==> config.mk <==
export PLATFORM = sky130hd
export DESIGN_NAME = pipe_stage_buf
export DESIGN_NICKNAME = d
export VERILOG_FILES = /design/src/rtl/pipe_stage_buf_pkg.sv /design/src/rtl/pipe_stage_buf.sv
export SDC_FILE = /design/constraint.sdc
export NUM_CORES = 1
export LEC_CHECK = 0
export CORE_ASPECT_RATIO = 1.25
export CORE_UTILIZATION = 30
export CTS_BUF_LIST = sky130_fd_sc_hd__clkbuf_2 sky130_fd_sc_hd__clkbuf_4 sky130_fd_sc_hd__clkbuf_8
export DETAILED_ROUTE_END_ITERATION = 10
export GPL_ROUTABILITY_DRIVEN = 0
export HOLD_SLACK_MARGIN = 0.1
export SLEW_MARGIN = 20
export SYNTH_ARGS = -nofsm -noshare
export SYNTH_HDL_FRONTEND = slang
export SYNTH_SLANG_ARGS = --single-unit
==> constraint.sdc <==
create_clock -name clk_i -period 6.54 [get_ports clk_i]
set_input_delay 1.635 -clock clk_i [delete_from_list [all_inputs] [get_ports clk_i]]
set_output_delay 1.635 -clock clk_i [all_outputs]
set_load 0.02 [all_outputs]
==> src/rtl/pipe_stage_buf_pkg.sv <==
// ----------------------------------------------------------------------------
// pipe_stage_buf_pkg
//   Shared constants and sizing helpers for the pipeline-stage buffer.
//   Default payload width and FIFO depth live here, together with the width
//   rules for the occupancy counter and the read/write pointers, so the stage
//   and anything that instantiates it size their vectors the same way.
// ----------------------------------------------------------------------------
package pipe_stage_buf_pkg;

   localparam int unsigned DEF_WIDTH = 64;
   localparam int unsigned DEF_DEPTH = 2;

   // Occupancy runs 0..DEPTH inclusive, so it needs room for DEPTH+1 values.
   function automatic int unsigned count_width(input int unsigned depth);
      return $clog2(depth + 1);
   endfunction

   // Pointers index 0..DEPTH-1; a depth of one still gets a 1-bit vector.
   function automatic int unsigned ptr_width(input int unsigned depth);
      return (depth > 1) ? $clog2(depth) : 1;
   endfunction

endpackage

==> src/rtl/pipe_stage_buf.sv <==
// ----------------------------------------------------------------------------
// pipe_stage_buf
//   Pipeline-stage register with a valid/ready handshake and a DEPTH-entry
//   skid FIFO. An empty stage drives NOP_VALUE so downstream sees a bubble.
//
//   Handshake: a beat moves on a port in every cycle where valid and ready are
//   both high at the rising edge (push = s_valid_i && s_ready_o,
//   pop = m_valid_o && m_ready_i). The sender holds data/valid stable until
//   the beat moves; ready may change freely. m_data_o is stable while
//   m_valid_o && !m_ready_i.
//
// Ports
//   clk_i      in   clock, all state on the rising edge
//   rst_ni     in   asynchronous active-low reset
//   flush_i    in   synchronous flush; drops every entry and any push that cycle
//   s_valid_i  in   upstream payload valid
//   s_ready_o  out  stage can accept (registered when REG_READY=1)
//   s_data_i   in   upstream payload [WIDTH-1:0]
//   m_valid_o  out  head entry valid (count_o != 0)
//   m_ready_i  in   downstream accepts the head
//   m_data_o   out  head entry, or NOP_VALUE when empty
//   count_o    out  current occupancy [$clog2(DEPTH+1)-1:0]
// ----------------------------------------------------------------------------
module pipe_stage_buf
   import pipe_stage_buf_pkg::*;
#(
   parameter int unsigned      WIDTH     = DEF_WIDTH,
   parameter int unsigned      DEPTH     = DEF_DEPTH,
   parameter logic [WIDTH-1:0] NOP_VALUE = '0,
   parameter bit               REG_READY = 1'b1
) (
   input  logic                       clk_i,
   input  logic                       rst_ni,
   input  logic                       flush_i,
   input  logic                       s_valid_i,
   output logic                       s_ready_o,
   input  logic [WIDTH-1:0]           s_data_i,
   output logic                       m_valid_o,
   input  logic                       m_ready_i,
   output logic [WIDTH-1:0]           m_data_o,
   output logic [$clog2(DEPTH+1)-1:0] count_o
);

   localparam int unsigned CW = count_width(DEPTH);
   localparam int unsigned PW = ptr_width(DEPTH);

   if (DEPTH == 1 && REG_READY == 1'b0) begin : g_plain
      // Single register with combinational ready: a beat can enter in the
      // same cycle the current one leaves, giving full throughput at depth 1.
      logic             valid_q, valid_d;
      logic [WIDTH-1:0] data_q, data_d;
      logic             push, pop;

      assign s_ready_o = !valid_q || m_ready_i;
      assign m_valid_o = valid_q;
      assign m_data_o  = valid_q ? data_q : NOP_VALUE;
      assign count_o   = CW'(valid_q);

      always_comb begin
         push    = s_valid_i && s_ready_o;
         pop     = valid_q && m_ready_i;
         valid_d = valid_q;
         data_d  = data_q;
         if (flush_i) begin
            valid_d = 1'b0;
         end else begin
            if (pop) begin
               valid_d = 1'b0;
            end
            if (push) begin
               valid_d = 1'b1;
               data_d  = s_data_i;
            end
         end
      end

      // The payload register carries no reset; valid_q alone qualifies it.
      always_ff @(posedge clk_i or negedge rst_ni) begin
         if (!rst_ni) begin
            valid_q <= 1'b0;
         end else begin
            valid_q <= valid_d;
            data_q  <= data_d;
         end
      end

   end else begin : g_fifo
      localparam logic [PW-1:0] PTR_LAST = PW'(DEPTH - 1);

      logic [WIDTH-1:0] mem_q [DEPTH];
      logic [PW-1:0]    wr_ptr_q, wr_ptr_d;
      logic [PW-1:0]    rd_ptr_q, rd_ptr_d;
      logic [CW-1:0]    count_q, count_d;
      logic             ready_q, ready_d;
      logic             push, pop, full, mem_we;

      assign full = (count_q == CW'(DEPTH));

      // Registered ready keeps the stall off the combinational path; the
      // pass-through form lets a full stage accept while its head leaves.
      assign s_ready_o = REG_READY ? ready_q : (!full || m_ready_i);
      assign m_valid_o = (count_q != '0);
      assign m_data_o  = (count_q != '0) ? mem_q[rd_ptr_q] : NOP_VALUE;
      assign count_o   = count_q;

      always_comb begin
         push     = s_valid_i && s_ready_o;
         pop      = (count_q != '0) && m_ready_i;
         wr_ptr_d = wr_ptr_q;
         rd_ptr_d = rd_ptr_q;
         count_d  = count_q;
         mem_we   = 1'b0;
         if (flush_i) begin
            // Flush wins: the concurrent push is dropped along with the contents.
            wr_ptr_d = '0;
            rd_ptr_d = '0;
            count_d  = '0;
         end else begin
            if (push) begin
               mem_we   = 1'b1;
               wr_ptr_d = (wr_ptr_q == PTR_LAST) ? '0 : wr_ptr_q + PW'(1);
            end
            if (pop) begin
               rd_ptr_d = (rd_ptr_q == PTR_LAST) ? '0 : rd_ptr_q + PW'(1);
            end
            count_d = count_q + CW'(push) - CW'(pop);
         end
         // Computed from the post-flush occupancy, so ready drops on the
         // same edge that fills the last slot and returns after a flush.
         ready_d = (count_d < CW'(DEPTH));
      end

      // Storage and control share one block; the storage array is simply
      // left out of the reset branch, so it holds its contents through reset.
      always_ff @(posedge clk_i or negedge rst_ni) begin
         if (!rst_ni) begin
            wr_ptr_q <= '0;
            rd_ptr_q <= '0;
            count_q  <= '0;
            ready_q  <= 1'b1;
         end else begin
            wr_ptr_q <= wr_ptr_d;
            rd_ptr_q <= rd_ptr_d;
            count_q  <= count_d;
            ready_q  <= ready_d;
            if (mem_we) begin
               mem_q[wr_ptr_q] <= s_data_i;
            end
         end
      end
   end

   // A beat may enter a full stage only when the head leaves in that cycle.
   a_no_push_when_full : assert property (@(posedge clk_i) disable iff (!rst_ni)
      (s_valid_i && s_ready_o && count_o == CW'(DEPTH)) |-> (m_valid_o && m_ready_i));

   a_count_bound : assert property (@(posedge clk_i) disable iff (!rst_ni)
      count_o <= CW'(DEPTH));

   a_valid_matches_count : assert property (@(posedge clk_i) disable iff (!rst_ni)
      m_valid_o == (count_o != '0));

endmodule

==> qor.csv <==
stage;metric;value;unit
clock_network;post-CTS setup buffers;0;
clock_network;CTS tree;built;
drt;DRT iter0 DRCs;95;
drt;Remaining DRCs;0;
pwr;P_sw;845.7;µW
floorplanning;Top-Level Pins;137;
pwr;Clock power frac;0.258;
floorplanning;Die W;119.3;µm
pwr;VDD IR-drop max;0.0001666;V
clock_network;Clock Pin Slew Worst Setup and Hold Paths;0.08;ns
placed_design;Port Buf Inserts;136;
outcome;run status;completed;
drt;number of routed nets with antenna violations;0;
cells_and_area;Layout Nets;516;
synth;Post-Syn Nets;369;
cells_and_area;commonest non-fill, non-tap cell in the layout;clkdlybuf4s50_1;
cells_and_area;most frequent cells in the layout;clkdlybuf4s50_1, edfxtp_1, nor2_1, mux2i_1, clkbuf_8;
clock_network;TritonCTS Buffers;17;
sta;crit path time final;4.458;ns
setup_path;CP Launch Type;flop;
synth;synthesized area per cell;17.32;µm²
pwr;Power Density;369.6;nW/µm²
setup_path;CP Capture Type;output pin;
sta;Max Slew Vio Count;0;
clock_network;Clock Path Buffers;2;
pwr;Pwr Total;2642;µW
clock_network;worst skew pair latency;0.43;ns
grt;Global Route Usage Sum;0.1202;
drt;DR vias;2892;
placed_design;hpwl dp;6652;µm
drt;Pre-Repair DR Iteration Count;4;
sta;Setup TNS;0;ns
sta;Final Hold Viols;0;
setup_path;worst r2r dst;g_fifo.mem_q[1][0];
cells_and_area;layout cell share with drive strength beyond 1;0.09389;
floorplanning;Initial Util;0.3064;
setup_path;CP required;4.91;ns
sta;clock skew;0.01019;ns
pwr;sequential share of power;0.394;
sta;final setup margin;2.082;ns
pwr;Net Sw Frac;0.3201;
clock_network;CTS root buf;clkbuf_8;
floorplanning;row count;53;
floorplanning;die height;148.6;µm
synth;Yosys cell types;23;
synth;Seq cells post-synth;133;
sta;Worst-Margin Slew;0.8032;ns
floorplanning;core area;16840;µm²
placed_design;Setup WS pre-CTS;2.067;ns
grt;grt ovf;0;
setup_path;reg2reg start;s_ready_o;
cells_and_area;fillcell total;1554;
cells_and_area;multi-input logic area;1050;µm²
placed_design;cell total after placement;644;
cells_and_area;Core Util, Final;0.4243;
hold_path;Hold WC Path Type;flop to flop;
setup_path;WP data arrival;2.82;ns
setup_path;R2R Setup Slk;4.36;ns
setup_path;Worst setup startpoint;g_fifo.rd_ptr_q;
synth;Mapped Cells;298;
synth;Seq/Total Area, Yosys;0.7692;
grt;first-pass GRT wire length;15680;µm
synth;number of synthesis warnings;0;
clock_network;H-tree depth;4;
drt;wire per inst;15.09;µm
drt;Avg Vias per Cell;4.259;
pwr;Static Leak;0.002342;µW
clock_network;post-CTS sizing;0;
grt;largest net degree at the start of global routing;48;
setup_path;r2r worst-path depth;4;
job;Max Cap Viol;0;
cells_and_area;Area Overhead vs Synth;38.47;%
setup_path;Crit Path Class;flop to output pin;
sta;final setup fails;0;
synth;Post-Synthesis Cell Area;5161;µm²
floorplanning;die area;17740;µm²
clock_network;# hold bufs at CTS;0;
sta;share of the clock period used by the worst path;0.6816;
grt;antenna violations before repair;1;
clock_network;CTS sink count;133;
grt;vias in the first global route;3143;
setup_path;crit-path max FO;47;
sta;Worst slew margin;0.4646;
setup_path;CP Capture Point;m_data_o[0];
cells_and_area;Reg area;3974;µm²
pwr;cell-internal power;1796;µW
sta;Max Fclk;224.3;MHz
cells_and_area;Non-Filler Instances;679;
sta;RSZ-0062 raised after global routing;false;
pwr;Logic pwr share;0.348;
drt;Routed WL;10250;µm
## worst min path at each step
| stage | end | depth (start not counted) | slack [ns] | startpoint |
|---|---|---|---|---|
| finish | g_fifo.wr_ptr_q | 2 | 0.57 | s_ready_o |
| global route | g_fifo.wr_ptr_q | 2 | 0.59 | s_ready_o |
| CTS | g_fifo.wr_ptr_q | 2 | 0.58 | s_ready_o |
| detailed placement | g_fifo.wr_ptr_q | 2 | 0.57 | s_ready_o |
| global placement | g_fifo.wr_ptr_q | 2 | 0.56 | s_ready_o |
| floorplan | g_fifo.wr_ptr_q | 2 | 0.54 | g_fifo.wr_ptr_q |
## area by class of cell
type | instances | share of cell area
inverters | 3 | 0.001576
diodes | 1 | 0.0003501
repair buffers | 142 | 0.2003
clock buffers | 18 | 0.03379
multi-input cells | 148 | 0.1469
flip-flops and latches | 133 | 0.5560
clock inverters | 14 | 0.02258
well taps | 220 | 0.03852
## stage by stage
step | hold slack (ns) | cell area, µm²
global route | 0.5869 | 7144
CTS | 0.5757 | 7104
global placement | 0.5574 | 6701
floorplan | 0.5407 | 5161
finish | 0.5739 | 7147
detailed placement | 0.5709 | 6701
## synthesized netlist by cell type, drive strengths merged
master  count  share of area
edfxtp    128           0.74
nor2       69          0.050
mux2i      65           0.13
buf        13          0.029
dfrtp       4          0.019
inv         3         0.0022
nor2b       3         0.0036
ha          2         0.0048
mux2        2         0.0044
a21bo       1         0.0019
a21oi       1        0.00097
clkbuf      1        0.00073
dfstp       1         0.0051
nand2       1        0.00073
nand3b      1         0.0015
nand4b      1         0.0017
o21a        1         0.0015
xnor2       1         0.0017
## critical path, cell delays in order (launching register included)
cell             delay [ns]
dfrtp_4                0.97
buf_4                  0.47
mux2i_1                0.13
nor2_1                 0.16
clkdlybuf4s50_1        0.63
## power groups by stage
stage | logic, µW | clock network [µW] | registers [µW]
after detailed placement | 931 | 0 | 1060
after floorplan | 567 | 0 | 1020
after CTS | 936 | 706 | 1040
after global routing | 980 | 745 | 1050
final | 919 | 683 | 1040
after global placement | 924 | 0 | 1060
## layer usage
| metal | vias to the layer above | track usage | wire [µm] |
|---|---|---|---|
| li1 | 1399 | - | - |
| met1 | 1379 | 0.1220 | 4034 |
| met2 | 97 | 0.2180 | 5381 |
| met3 | 17 | 0.03873 | 585 |
| met4 | 0 | 0.06438 | 244 |
| met5 | - | 0 | 0 |
## state kept, by name, summed over array words and instances, names as in the netlist
register / count
g_fifo.rd_ptr_q: 1
count_o: 2
g_fifo.mem_q: 128
s_ready_o: 1
g_fifo.wr_ptr_q: 1
## cell families after synthesis
| logic type | synth area share |
|---|---|
| buf+inv | 0.03176 |
| mux | 0.1304 |
| compound gates | 0.004363 |
| simple gates | 0.05770 |
| xor+xnor | 0.001697 |
| flops | 0.7692 |
| fa+ha+maj | 0.004848 |
Power figures use the tool's default switching activity.
